[src/rtl/cpu_io_pkg.sv]
// Shared types and constants for the CPU <-> fabric I/O pass-through block.
package cpu_io_pkg;

  localparam int LANE_W_DEF = 4;
  localparam int DROP_CNT_W = 8;

  typedef enum logic {
    OP_EMPTY = 1'b0,
    OP_HELD  = 1'b1
  } op_state_e;

  function automatic logic [DROP_CNT_W-1:0] sat_inc(input logic [DROP_CNT_W-1:0] v);
    return (&v) ? v : v + DROP_CNT_W'(1);
  endfunction

endpackage

[src/rtl/cpu_io_pass_n_if.sv]
// Operand, fabric and result handshake bundle; slave is the pass block, master the CPU/fabric side.
interface cpu_io_pass_n_if import cpu_io_pkg::*; #(
  parameter int NUM_OP    = 2,
  parameter int NUM_RES   = 3,
  parameter int LANE_W    = LANE_W_DEF,
  parameter int RES_DEPTH = 4
);
  localparam int CNT_W = $clog2(RES_DEPTH+1);

  logic [NUM_OP*LANE_W-1:0]  op_data;
  logic                      op_valid;
  logic                      op_ready;
  logic [NUM_OP*LANE_W-1:0]  fab_op;
  logic                      fab_op_vld;
  logic                      fab_op_ack;
  logic [NUM_RES*LANE_W-1:0] fab_res;
  logic                      fab_res_push;
  logic [NUM_RES*LANE_W-1:0] res_data;
  logic                      res_valid;
  logic                      res_ready;
  logic [CNT_W-1:0]          res_count;
  logic                      res_full;

  modport slave (
    input  op_data, op_valid, fab_op_ack, fab_res, fab_res_push, res_ready,
    output op_ready, fab_op, fab_op_vld, res_data, res_valid, res_count, res_full
  );

  modport master (
    output op_data, op_valid, fab_op_ack, fab_res, fab_res_push, res_ready,
    input  op_ready, fab_op, fab_op_vld, res_data, res_valid, res_count, res_full
  );

endinterface

[src/rtl/cpu_io_res_fifo.sv]
// Result FIFO: registered head (no fall-through), push-while-full accepted only with a same-cycle pop.
module cpu_io_res_fifo #(
  parameter int W     = 12,
  parameter int DEPTH = 4
) (
  input  logic                       clk_i,
  input  logic                       rst_ni,
  input  logic                       wr_req_i,
  input  logic [W-1:0]               wr_data_i,
  input  logic                       rd_ready_i,
  output logic [W-1:0]               rd_data_o,
  output logic                       rd_valid_o,
  output logic [$clog2(DEPTH+1)-1:0] count_o,
  output logic                       full_o,
  output logic                       drop_o
);
  localparam int AW = (DEPTH > 1) ? $clog2(DEPTH) : 1;
  localparam int CW = $clog2(DEPTH+1);

  logic [W-1:0]  mem_q [DEPTH];
  logic [AW-1:0] wr_ptr_q, wr_ptr_d, rd_ptr_q, rd_ptr_d;
  logic [CW-1:0] count_q, count_d;
  logic          valid, full, push, pop;

  assign valid = (count_q != '0);
  assign full  = (count_q == CW'(DEPTH));
  assign pop   = valid & rd_ready_i;
  assign push  = wr_req_i & (~full | pop);

  always_comb begin
    wr_ptr_d = wr_ptr_q;
    rd_ptr_d = rd_ptr_q;
    count_d  = count_q;
    if (push) wr_ptr_d = wr_ptr_q + AW'(1);
    if (pop)  rd_ptr_d = rd_ptr_q + AW'(1);
    case ({push, pop})
      2'b10:   count_d = count_q + CW'(1);
      2'b01:   count_d = count_q - CW'(1);
      default: ;
    endcase
  end

  always_ff @(posedge clk_i or negedge rst_ni) begin
    if (!rst_ni) begin
      wr_ptr_q <= '0;
      rd_ptr_q <= '0;
      count_q  <= '0;
    end else begin
      wr_ptr_q <= wr_ptr_d;
      rd_ptr_q <= rd_ptr_d;
      count_q  <= count_d;
    end
  end

  // Storage is not reset; the empty-gate on the head keeps registered lanes at zero.
  always_ff @(posedge clk_i) begin
    if (push) mem_q[wr_ptr_q] <= wr_data_i;
  end

  assign rd_data_o  = valid ? mem_q[rd_ptr_q] : '0;
  assign rd_valid_o = valid;
  assign count_o    = count_q;
  assign full_o     = full;
  assign drop_o     = wr_req_i & full & ~pop;

endmodule

[src/rtl/cpu_io_pass_n.sv]
// CPU <-> fabric pass block: one-deep operand hold stage plus result FIFO, per-lane registered/bypass select.
// Optional macro CPU_IO_DROP_CNT_EN adds an 8-bit saturating drop_cnt output for rejected result pushes.
module cpu_io_pass_n import cpu_io_pkg::*; #(
  parameter int NUM_OP    = 2,
  parameter int NUM_RES   = 3,
  parameter int LANE_W    = LANE_W_DEF,
  parameter int RES_DEPTH = 4
) (
  input  logic                        UserCLK,
  input  logic                        RESETn,
  input  logic [NUM_OP+NUM_RES-1:0]   ConfigBits,
`ifdef CPU_IO_DROP_CNT_EN
  output logic [DROP_CNT_W-1:0]       drop_cnt,
`endif
  cpu_io_pass_n_if.slave              bus
);
  localparam int OP_W  = NUM_OP*LANE_W;
  localparam int RES_W = NUM_RES*LANE_W;
  localparam int CNT_W = $clog2(RES_DEPTH+1);

  // Assert asynchronously, release two UserCLK edges later.
  logic rst_meta_q, rst_sync_q, rst_n;
  always_ff @(posedge UserCLK or negedge RESETn) begin
    if (!RESETn) begin
      rst_meta_q <= 1'b0;
      rst_sync_q <= 1'b0;
    end else begin
      rst_meta_q <= 1'b1;
      rst_sync_q <= rst_meta_q;
    end
  end
  assign rst_n = rst_sync_q;

  op_state_e       state_q, state_d;
  logic [OP_W-1:0] hold_q, hold_d;
  logic            op_ready, fab_op_vld;

  always_ff @(posedge UserCLK or negedge rst_n) begin
    if (!rst_n) begin
      state_q <= OP_EMPTY;
      hold_q  <= '0;
    end else begin
      state_q <= state_d;
      hold_q  <= hold_d;
    end
  end

  // ack with a new operand reloads the hold register in place, so there is no bubble.
  always_comb begin
    state_d    = state_q;
    hold_d     = hold_q;
    op_ready   = 1'b1;
    fab_op_vld = 1'b0;
    case (state_q)
      OP_EMPTY: begin
        if (bus.op_valid) begin
          state_d = OP_HELD;
          hold_d  = bus.op_data;
        end
      end
      OP_HELD: begin
        fab_op_vld = 1'b1;
        op_ready   = bus.fab_op_ack;
        if (bus.fab_op_ack) begin
          if (bus.op_valid) hold_d  = bus.op_data;
          else              state_d = OP_EMPTY;
        end
      end
      default: state_d = OP_EMPTY;
    endcase
  end

  assign bus.op_ready   = op_ready;
  assign bus.fab_op_vld = fab_op_vld;

  logic [NUM_OP-1:0][LANE_W-1:0] op_in_l, op_hold_l, op_out_l;
  assign op_in_l   = bus.op_data;
  assign op_hold_l = hold_q;
  for (genvar i = 0; i < NUM_OP; i++) begin : g_op_lane
    assign op_out_l[i] = ConfigBits[i] ? op_hold_l[i] : op_in_l[i];
  end
  assign bus.fab_op = op_out_l;

  logic [RES_W-1:0] fifo_head;
  logic             res_valid, res_full, fifo_drop;
  logic [CNT_W-1:0] res_count;

  cpu_io_res_fifo #(.W(RES_W), .DEPTH(RES_DEPTH)) u_res_fifo (
    .clk_i      (UserCLK),
    .rst_ni     (rst_n),
    .wr_req_i   (bus.fab_res_push),
    .wr_data_i  (bus.fab_res),
    .rd_ready_i (bus.res_ready),
    .rd_data_o  (fifo_head),
    .rd_valid_o (res_valid),
    .count_o    (res_count),
    .full_o     (res_full),
    .drop_o     (fifo_drop)
  );

  assign bus.res_valid = res_valid;
  assign bus.res_full  = res_full;
  assign bus.res_count = res_count;

  logic [NUM_RES-1:0][LANE_W-1:0] res_in_l, res_head_l, res_out_l;
  assign res_in_l   = bus.fab_res;
  assign res_head_l = fifo_head;
  for (genvar j = 0; j < NUM_RES; j++) begin : g_res_lane
    assign res_out_l[j] = ConfigBits[NUM_OP+j] ? res_head_l[j] : res_in_l[j];
  end
  assign bus.res_data = res_out_l;

`ifdef CPU_IO_DROP_CNT_EN
  logic [DROP_CNT_W-1:0] drop_cnt_q, drop_cnt_d;
  assign drop_cnt_d = fifo_drop ? sat_inc(drop_cnt_q) : drop_cnt_q;
  always_ff @(posedge UserCLK or negedge rst_n) begin
    if (!rst_n) drop_cnt_q <= '0;
    else        drop_cnt_q <= drop_cnt_d;
  end
  assign drop_cnt = drop_cnt_q;
`else
  logic unused_drop;
  assign unused_drop = fifo_drop;
`endif

endmodule

[src/flat_wrapper.sv]
// flat-port wrapper written by rule: the top's interface ports become plain ports
module cpu_io_pass_n_flat import cpu_io_pkg::*;
#(
  parameter int NUM_OP    = 2,
  parameter int NUM_RES   = 3,
  parameter int LANE_W    = LANE_W_DEF,
  parameter int RES_DEPTH = 4
)
  (UserCLK, RESETn, ConfigBits, bus_op_data, bus_op_valid, bus_fab_op_ack, bus_fab_res, bus_fab_res_push, bus_res_ready, bus_op_ready, bus_fab_op, bus_fab_op_vld, bus_res_data, bus_res_valid, bus_res_count, bus_res_full);
  cpu_io_pass_n_if #(.NUM_OP(NUM_OP), .NUM_RES(NUM_RES), .LANE_W(LANE_W), .RES_DEPTH(RES_DEPTH)) bus_i ();
  input  logic UserCLK;
  input  logic RESETn;
  input  logic [NUM_OP+NUM_RES-1:0] ConfigBits;
  input wire logic [$bits(bus_i.op_data)-1:0] bus_op_data;
  input wire logic [$bits(bus_i.op_valid)-1:0] bus_op_valid;
  input wire logic [$bits(bus_i.fab_op_ack)-1:0] bus_fab_op_ack;
  input wire logic [$bits(bus_i.fab_res)-1:0] bus_fab_res;
  input wire logic [$bits(bus_i.fab_res_push)-1:0] bus_fab_res_push;
  input wire logic [$bits(bus_i.res_ready)-1:0] bus_res_ready;
  output wire logic [$bits(bus_i.op_ready)-1:0] bus_op_ready;
  output wire logic [$bits(bus_i.fab_op)-1:0] bus_fab_op;
  output wire logic [$bits(bus_i.fab_op_vld)-1:0] bus_fab_op_vld;
  output wire logic [$bits(bus_i.res_data)-1:0] bus_res_data;
  output wire logic [$bits(bus_i.res_valid)-1:0] bus_res_valid;
  output wire logic [$bits(bus_i.res_count)-1:0] bus_res_count;
  output wire logic [$bits(bus_i.res_full)-1:0] bus_res_full;
  assign bus_i.op_data = bus_op_data;
  assign bus_i.op_valid = bus_op_valid;
  assign bus_i.fab_op_ack = bus_fab_op_ack;
  assign bus_i.fab_res = bus_fab_res;
  assign bus_i.fab_res_push = bus_fab_res_push;
  assign bus_i.res_ready = bus_res_ready;
  assign bus_op_ready = bus_i.op_ready;
  assign bus_fab_op = bus_i.fab_op;
  assign bus_fab_op_vld = bus_i.fab_op_vld;
  assign bus_res_data = bus_i.res_data;
  assign bus_res_valid = bus_i.res_valid;
  assign bus_res_count = bus_i.res_count;
  assign bus_res_full = bus_i.res_full;
  cpu_io_pass_n #(.NUM_OP(NUM_OP), .NUM_RES(NUM_RES), .LANE_W(LANE_W), .RES_DEPTH(RES_DEPTH)) u_core (.UserCLK(UserCLK), .RESETn(RESETn), .ConfigBits(ConfigBits), .bus(bus_i));
endmodule
[config.mk]
export PLATFORM = sky130hd
export DESIGN_NAME = cpu_io_pass_n_flat
export DESIGN_NICKNAME = d
export VERILOG_FILES = /design/src/rtl/cpu_io_pkg.sv /design/src/rtl/cpu_io_pass_n_if.sv /design/src/rtl/cpu_io_res_fifo.sv /design/src/rtl/cpu_io_pass_n.sv /design/src/flat_wrapper.sv
export SDC_FILE = /design/constraint.sdc
export NUM_CORES = 1
export LEC_CHECK = 0
export ABC_AREA = 0
export CAP_MARGIN = 5
export CORE_MARGIN = 2
export CORE_UTILIZATION = 55
export DETAILED_ROUTE_END_ITERATION = 12
export PLACE_DENSITY = 0.85
export SLEW_MARGIN = 20
export SYNTH_ARGS = -nofsm -noshare
export SYNTH_HDL_FRONTEND = slang
export SYNTH_SLANG_ARGS = --single-unit
[constraint.sdc]
create_clock -name UserCLK -period 4.1 [get_ports UserCLK]
set_clock_uncertainty 0.15 [all_clocks]
set_input_delay 0.82 -clock UserCLK [delete_from_list [all_inputs] [get_ports UserCLK]]
set_output_delay 0.82 -clock UserCLK [all_outputs]
set_load 0.005 [all_outputs]
### After elaboration in Yosys (flattened, before gate mapping)

Memories as Yosys holds them, arrays and structs flattened.
Cells that the tools add are included.

* register bits after elaboration: 18
* memory bits (writable): 48
* bits of input ports: 31
* output and inout port bits: 27
* word-level logic and storage cells: 40
* memories kept: 1

Memory list
* u_core.u_res_fifo.mem_q: depth 4, bits a word 12, rd ports 1, clocked after Yosys merged registers in 0, write ports 1, line cpu_io_res_fifo.sv:20 `logic [W-1:0] mem_q [DEPTH];`

* add/sub/neg operators: 4
* equal/unequal tests: 4
* multiplexer cells: 17
* bitwise operators: 5
* reductions and logical operators: 2

Operators by type and width (number)
* 2-to-1 mux 4 bit: 5
* 2-to-1 mux 8 bit: 2
* case mux 8 bit (2 select lines): 1
* 2-to-1 mux 12 bit: 1
* 2-to-1 mux 1 bit: 6
* case mux 3 bit (2 select lines): 1
* adder 2 x 1 -> 2 bit (second input constant): 2
* adder 3 x 1 -> 3 bit (second input constant): 1
* equality test 3 bit (second input constant): 1
* nonzero test 3 bit: 1
* subtractor 3 x 1 -> 3 bit (second input constant): 1
* bitwise AND 1 bit: 2
* equality test 2 x 1 -> 1 bit (second input constant): 1
* equality test 2 bit (second input constant): 1
* != test 2 bit (second input constant): 1
* inverter 1 bit: 2
* case mux 1 bit (2 select lines): 1
* nonzero test 2 bit: 1
* OR 1 bit: 1

### Logic depth before layout (Yosys ltp)

Gate-level depths: netlist of run 1.

* depth after elaboration: 6
* gate-level depth with buffers: 9
* gate-level depth less buffers: 9

### Modules after synthesis

Synthesis of run 1 repeated with hierarchy kept, for this count alone.

* cells, all modules: 172
* area total of the unflattened synthesis: 3027.9 µm²

By module, submodules not included
* cpu_io_res_fifo: instances 1, cells an instance 129, area an instance 2363.5 µm², sequential area each 1616.6 µm²
* cpu_io_pass_n: instances 1, cells an instance 43, area an instance 664.4 µm², sequential area each 275.3 µm²

### Worst setup path after synthesis of run 1

Ideal clock, no wire load.

* path type: register -> register
* start: reg u_core.u_res_fifo.count_q[0] (netlist: u_core.u_res_fifo.count_o[0])
* end: reg u_core.u_res_fifo.count_q[2] (netlist: u_core.u_res_fifo.count_o[2])
* arrival: 2.048 ns
* required time: 3.871 ns
* path slack: 1.822 ns
* cell stages (with the launch flop): 10
* cell sequence: dfrtp_1 -> or3b_1 -> o21a_4 -> inv_1 -> ha_1 -> inv_1 -> fa_1 -> xor2_1 -> nor2_1 -> xor2_1

* cells in the longest elaborated chain, start to end: 6
* elaborated cells between the ends (all ways): 12

Ends and longest elaborated chain
* start, declared: line cpu_io_res_fifo.sv:22 `logic [CW-1:0] count_q, count_d;`
* start signal, assigned: line cpu_io_res_fifo.sv:51 `count_q <= count_d;`
* nonzero test 3 bit or equality test 3 bit (tied branches): line cpu_io_res_fifo.sv:25, cpu_io_res_fifo.sv:26
* bitwise AND 1 bit or inverter 1 bit (tied branches): line cpu_io_res_fifo.sv:27, cpu_io_res_fifo.sv:28
* OR 1 bit: line cpu_io_res_fifo.sv:28 `assign push = wr_req_i & (~full | pop);`
* bitwise AND 1 bit: line cpu_io_res_fifo.sv:28
* equality test 2 x 1 -> 1 bit or equality test 2 bit (tied branches): line cpu_io_res_fifo.sv:36 `case ({push, pop})`
* case mux 3 bit (2 select lines) or nonzero test 2 bit (tied branches)

Parallel ways exist; a longest one is shown, timed or not.
A chain may end at the register's enable or synchronous reset.

### Final worst setup path of run 1

* start: reg u_core.u_res_fifo.rd_ptr_q[0]
* end: out bus_res_data[2]

* cells in the longest elaborated chain, start to end: 3

Ends and longest elaborated chain
* start, declared: line cpu_io_res_fifo.sv:21 `logic [AW-1:0] wr_ptr_q, wr_ptr_d, rd_ptr_q, rd_ptr_d;`
* start signal, assigned: line cpu_io_res_fifo.sv:50 `rd_ptr_q <= rd_ptr_d;`
* memory (4 x 12 bit)
* 2-to-1 mux 12 bit: line cpu_io_res_fifo.sv:60 `assign rd_data_o = valid ? mem_q[rd_ptr_q] : '0;`
* 2-to-1 mux 4 bit: line cpu_io_pass_n.sv:109 `assign res_out_l[j] = ConfigBits[NUM_OP+j] ? res_head_l[j] : res_in_l[j];`
* end, declared: line flat_wrapper.sv:23 `output wire logic [$bits(bus_i.res_data)-1:0] bus_res_data;`

Every way passes these cells.

==> results of run 1 <==
kinds of logic (layout without fill, tap and decap cells):
kind of cell	count (synthesis)	in the layout
AND/OR/NAND/NOR	24	24
other	1	1
buffers and inverters	24	92
adder cells (fa/ha/maj)	6	6
flip-flops	66	66
multiplexers	30	30
XOR/XNOR	6	6
AO/OA/AOI/OAI	13	13
power breakdown:
group          leakage, nW  internal (mW)  switching (mW)  total, mW
Sequential           0.650          0.872           0.103      0.976
Clock               0.0886          0.270           0.216      0.486
Combinational        0.628          0.397           0.259      0.656
Total                 1.37           1.54           0.578       2.12
cell usage in the layout (no fill, tap or decap), types with 4 or more instances in the layout:
master and count:
mux2_2 16, inv_1 19, o21ai_0 9, nand3_1 13, mux4_2 12, dfrtp_1 18
ha_1 5, edfxtp_1 48, and2_2 4, clkbuf_8 9, clkdlybuf4s50_1 57
metrics by stage:
step,std cells,cell area (µm²)
6_report,308,3628
5_1_grt,308,3628
4_1_cts,308,3628
3_5_place_dp,293,3455
3_3_place_gp,293,3455
2_1_floorplan,170,2825
area by class of cell:
type | count | area [µm²]
clock inverters | 5 | 46.29
well taps | 70 | 87.58
fillers | 324 | 1414
flip-flops and latches | 66 | 1892
inverters | 19 | 71.32
repair buffers | 58 | 578.1
multi-input cells | 80 | 825.8
clock buffers | 10 | 127.6
worst paths after layout:
path | end | slack [ns]
min reg2reg | u_core.hold_q[2]$_DFFE_PN0P_ | 0.13
min | u_core.hold_q[2]$_DFFE_PN0P_ | 0.13
max | bus_res_data[2] | 0.73
max in group asynchronous | u_core.rst_n$_DFF_PN0_ | 3.18
max reg2reg | u_core.u_res_fifo.count_o[2]$_DFFE_PN0P_ | 1.64
min in group UserCLK | u_core.rst_n$_DFF_PN0_ | 0.21
flip-flops by register name, indices dropped and copies added (netlist names):
register                    count
u_core.rst_n                    1
u_core.state_q                  1
u_core.u_res_fifo.mem_q        48
u_core.u_res_fifo.rd_ptr_q      2
u_core.rst_meta_q               1
u_core.hold_q                   8
u_core.u_res_fifo.wr_ptr_q      2
u_core.u_res_fifo.count_o       3
cell usage after synthesis (all sizes together):
cell type	number	area share (%)
edfxtp	48	51
inv	19	2.5
dfrtp	18	16
mux2	17	6.9
nand3	13	2.3
mux4	12	9.6
o21ai	12	2.1
and2	5	1.3
ha	5	2.2
buf	4	1.2
xnor2	3	0.93
xor2	3	0.93
nand2b	2	0.44
clkbuf	1	0.13
conb	1	0.13
fa	1	0.71
mux2i	1	0.35
nand2	1	0.13
nor2	1	0.13
o21a	1	0.53
or3	1	0.22
or3b	1	0.31
layer usage:
layer | wire (µm) | track usage (%) | part of all wire, % | up-vias
li1 | - | - | - | 751
met1 | 2001 | 24.88 | 42 | 761
met2 | 2457 | 29.86 | 51 | 38
met3 | 274 | 4.762 | 5.7 | 8
met4 | 84 | 11.70 | 1.7 | 0
met5 | 0 | 0 | 0 | -
worst register-to-register path, delay by kind of cell (launching register included):
family | cells | cell delay (ns)
xor gates and xnor gates | 2 | 0.28
adders and majority gates | 2 | 0.38
buffers and inverters | 1 | 0.08
DFF | 1 | 0.43
and+or+nand+nor | 3 | 1.02
==> results.toml, run 1 <==
[outcome]
status = "finished clean"

[placed_design]
gp_congestion = 0.6847
portBuffers = 57
place_ws_ns = 0.9393
hpwl_um = 3282

[cells_and_area]
synthToLayoutAreaGrowth_pct = 28.43
final_util_pct = 71.96
drive_above_1_share_pct = 19.33
fin_nets = 271
diodes = 0

[critical_path]
endpoint_kind = "primary output"
cp.depth = 5
crit_start = "u_core.u_res_fifo.rd_ptr_q[0]$_DFFE_PN0P_"
required_ns = 3.13
critPathMaxStageDelay_ns = 0.66
cp-start-kind = "flip-flop"
crit_arrival_ns = 2.40
worstPathCellList = "buf_4 -> mux4_2 -> nand3_1 -> o21ai_0 -> clkdlybuf4s50_1"
cp_slowest_cell = "dfrtp_1"
crit_buf_inv = 2
rr_worst_depth = 8
r2r_start = "u_core.u_res_fifo.count_o[0]$_DFFE_PN0P_"
crit_fanout = 9
crit_family = "buffers and inverters"
crit_type = "reg -> out"

[clocking]
clock_latency_ns = 0.33
numCtsBuffers = 9
clk_path_buf_depth = 2
cts_root_buf = "clkbuf_8"
clk_pin_slew_ns = 0.06
clock-sinks = 66
cts_max_level = 3
post_cts_buffers = 0
cts_resized = 0
cts_tree = "yes"
hold_buffers = 0

[floorplan]
ioPinCount = 58
dieArea_um2 = 5726
die_h_um = 75.67
core_area_um2 = 5042
die_w_um = 75.67
core.rowCount = 26
start_util_pct = 56.03

[detailed_routing]
vias = 1558
drtAntennaViolNets = 0
first_pass_iters = 4
drt-initial-drc-count = 89
drc_errors = 0
totalWireLength_um = 4817
detail_route.wl_per_cell_um = 15.64
vias_per_cell = 5.058

[timing]
layout_setup_ws_ns = 0.7273
worst_slew_pin_slew_ns = 0.6715
hold_violations = 0
rsz0062_at_grt = "no"
timing.hold.ws_ns = 0.1297
slew_violations = 0
min_period_ns = 3.373
tns_ns = 0
fin_crit_sh_pct = 82.26
fmax_mhz = 296.5
setup_viol = 0
slew_headroom_pct = 55.23

[synthesis]
syn_area_um2 = 2825
synthAdderAreaFrac_pct = 2.923
synthXorXnorAreaFrac_pct = 1.860
synth-compound-area-share_pct = 2.657
synth_top_family_by_area = "multiplexers"
synthMuxAreaShare_pct = 16.83
syn_inst = 170
syn_avg_cell_area_um2 = 16.62
syn_nets = 207
synth-simple-area-share_pct = 4.827
synth.yosys.seq_area_share_pct = 66.96
synth_cell_types = 26
ys_warn_count = 0
ys_ff_latch = 66

[power]
ir_worst_vdd_v = 0.0004959
powerDensity_nw_per_um2 = 583.5
leakage_nw = 1.366
power_mw = 2.117

[grt]
antenna_found_initial = 0
grt-ovfl-total = 0
grt_pass1_wl_um = 7514
grt_use_total_pct = 19.28
grt_start_max_net_pins = 17
first_global_vias = 1545

[job]
maxCapViolations = 0

[min_path]
min_path_type = "reg -> async"
Power figures use the tool's default switching activity.
==> inputs of run 2 (changes only) <==
--- a/config.mk
+++ b/config.mk
@@ -8,9 +8,9 @@
 export ABC_AREA = 0
 export CAP_MARGIN = 5
 export CORE_MARGIN = 2
-export CORE_UTILIZATION = 55
+export CORE_UTILIZATION = 46
 export DETAILED_ROUTE_END_ITERATION = 12
-export PLACE_DENSITY = 0.85
+export PLACE_DENSITY = 0.76
 export SLEW_MARGIN = 20
 export SYNTH_ARGS = -nofsm -noshare
 export SYNTH_HDL_FRONTEND = slang
==> constraint.sdc (replaced) <==
create_clock -name UserCLK -period 2.75 [get_ports UserCLK]
set_clock_uncertainty 0.15 [all_clocks]
set_input_delay 0.55 -clock UserCLK [delete_from_list [all_inputs] [get_ports UserCLK]]
set_output_delay 0.55 -clock UserCLK [all_outputs]
set_load 0.005 [all_outputs]
==> results.toml, run 2 (synthesis results as in run 1) <==
[outcome]
status = "finished clean"

[detailed_routing]
vias = 1618
totalWireLength_um = 5191
drc_errors = 0
vias_per_cell = 5.009
first_pass_iters = 4
drtAntennaViolNets = 0
drt-initial-drc-count = 65
detail_route.wl_per_cell_um = 16.07

[timing]
rsz0062_at_grt = "no"
worst_slew_pin_slew_ns = 0.6709
slew_headroom_pct = 55.27
fmax_mhz = 371.9
fin_crit_sh_pct = 97.77
setup_viol = 0
min_period_ns = 2.689
slew_violations = 0
hold_violations = 0

[power]
ir_worst_vdd_v = 0.0003522
powerDensity_nw_per_um2 = 860.3
leakage_nw = 1.491

[clocking]
clock-sinks = 66
cts_max_level = 3
cts_root_buf = "clkbuf_8"
clk_path_buf_depth = 2
clk_pin_slew_ns = 0.06
cts_tree = "yes"
hold_buffers = 0
clock_latency_ns = 0.32
numCtsBuffers = 9

[cells_and_area]
largest_reg_flops = 48
fin_nets = 281
stdcell_count = 323
final_util_pct = 62.72
diodes = 0
fill_cells = 463
final_cell_mix = "edfxtp_1 (48), clkdlybuf4s50_1 (47), inv_1 (19), dfrtp_1 (17), mux2_2 (16)"
drive_above_1_share_pct = 23.79
final_common_cell = "edfxtp_1"
regMostFlops = "u_core.u_res_fifo.mem_q"
synthToLayoutAreaGrowth_pct = 31.44

[floorplan]
core.rowCount = 28
ioPinCount = 58
core_area_um2 = 5921
start_util_pct = 47.72
die_h_um = 82.37
die_w_um = 82.37
dieArea_um2 = 6785

[placed_design]
place_inst = 300
hpwl_um = 3598
gp_congestion = 0.7574
portBuffers = 57

[critical_path]
reg2reg_setup_slack_ns = 0.30
required_ns = 2.05
cp-start-kind = "flip-flop"
crit_type = "reg -> out"
worstPathCellList = "buf_6 -> mux4_2 -> nand3_1 -> o21ai_0 -> clkdlybuf4s50_1"
r2r_start = "u_core.u_res_fifo.count_o[0]$_DFFE_PN0P_"
rr_worst_depth = 9
cp.depth = 5
crit_start = "u_core.u_res_fifo.rd_ptr_q[0]$_DFFE_PN0P_"
cp_slowest_cell = "mux4_2"
regToRegEndpoint = "u_core.u_res_fifo.count_o[2]$_DFFE_PN0P_"
endpoint = "bus_res_data[6]"
crit_fanout = 6
crit_family = "buffers and inverters"
critPathMaxStageDelay_ns = 0.49
crit_buf_inv = 2
crit_arrival_ns = 1.99
endpoint_kind = "primary output"

[grt]
grt_start_max_net_pins = 17
first_global_vias = 1610
antenna_found_initial = 0
grt-ovfl-total = 0
grt_pass1_wl_um = 7728
grt_use_total_pct = 16.05

[job]
maxCapViolations = 0

[min_path]
min_path_type = "reg -> async"
[run 2: cell types whose count changed in the layout (fill, tap and decap cells not counted), sizes merged]
cell and change:
buf +10, bufinv -1, clkdlybuf4s50 -10, clkinv +1
dlygate4sd2 +3, dlymetal6s2s +7
[run 2: worst register-to-register path, cell delays in order (launching register included)]
cell     delay (ns)
dfrtp_1        0.43
or3b_1         0.43
o21a_4         0.24
inv_1          0.06
ha_1           0.18
inv_1          0.06
fa_1           0.39
xor2_1         0.16
nor2_1         0.13
xor2_1         0.15
[run 2: worst min-delay path by stage]
stage | start | end
global placement | u_core.rst_n$_DFF_PN0_ | u_core.hold_q[6]$_DFFE_PN0P_
global route | u_core.rst_n$_DFF_PN0_ | u_core.hold_q[6]$_DFFE_PN0P_
detailed placement | u_core.rst_n$_DFF_PN0_ | u_core.hold_q[6]$_DFFE_PN0P_
CTS | u_core.rst_n$_DFF_PN0_ | u_core.u_res_fifo.rd_ptr_q[0]$_DFFE_PN0P_
finish | u_core.rst_n$_DFF_PN0_ | u_core.u_res_fifo.rd_ptr_q[0]$_DFFE_PN0P_
floorplan | u_core.rst_n$_DFF_PN0_ | u_core.hold_q[0]$_DFFE_PN0P_
[run 2: what timing repair did]
item                                    4_1_cts  5_1_grt
endpoints found under the setup margin       12        9
resized for setup                             5        9
buffers inserted                              1        7
gates cloned                                  0        0
[run 2: where the power goes]
group / internal, mW / leakage, nW / switching [mW]
clock network: 0.311 / 0.0808 / 0.328
logic: 0.676 / 0.762 / 0.468
registers: 1.30 / 0.649 / 0.108
total: 2.29 / 1.49 / 0.904
[run 2: through the flow]
step	setup TNS (ns)	instance area (µm²)	hold slack (ns)	total power [mW]	setup WS (ns)
2_1_floorplan	0	2825	0.04983	2.067	0.4725
3_3_place_gp	0	3476	0.1359	2.465	0.1205
3_5_place_dp	0	3476	0.1435	2.509	0.1018
4_1_cts	-0.006912	3638	0.1488	3.160	-0.006912
5_1_grt	0	3714	0.1956	3.377	0.008868
6_report	0	3714	0.1254	3.195	0.06119
[run 2: metal layers]
metal	vias to the layer above	wire [µm]	GRT usage, %
met3	5	206	2.935
li1	769	-	-
met2	32	2796	27.74
met5	-	0	0
met1	812	2110	19.49
met4	0	77	7.500
[run 2: cell type report]
class	instances	area [µm²]	area share, %
multi-input combinational	80	830.8	22.37
inverter	19	71.32	1.920
tap	75	93.84	2.527
timing repair buffer	68	674.4	18.16
clock buffer	10	127.6	3.437
sequential	66	1893	50.98
clock inverter	5	22.52	0.6065
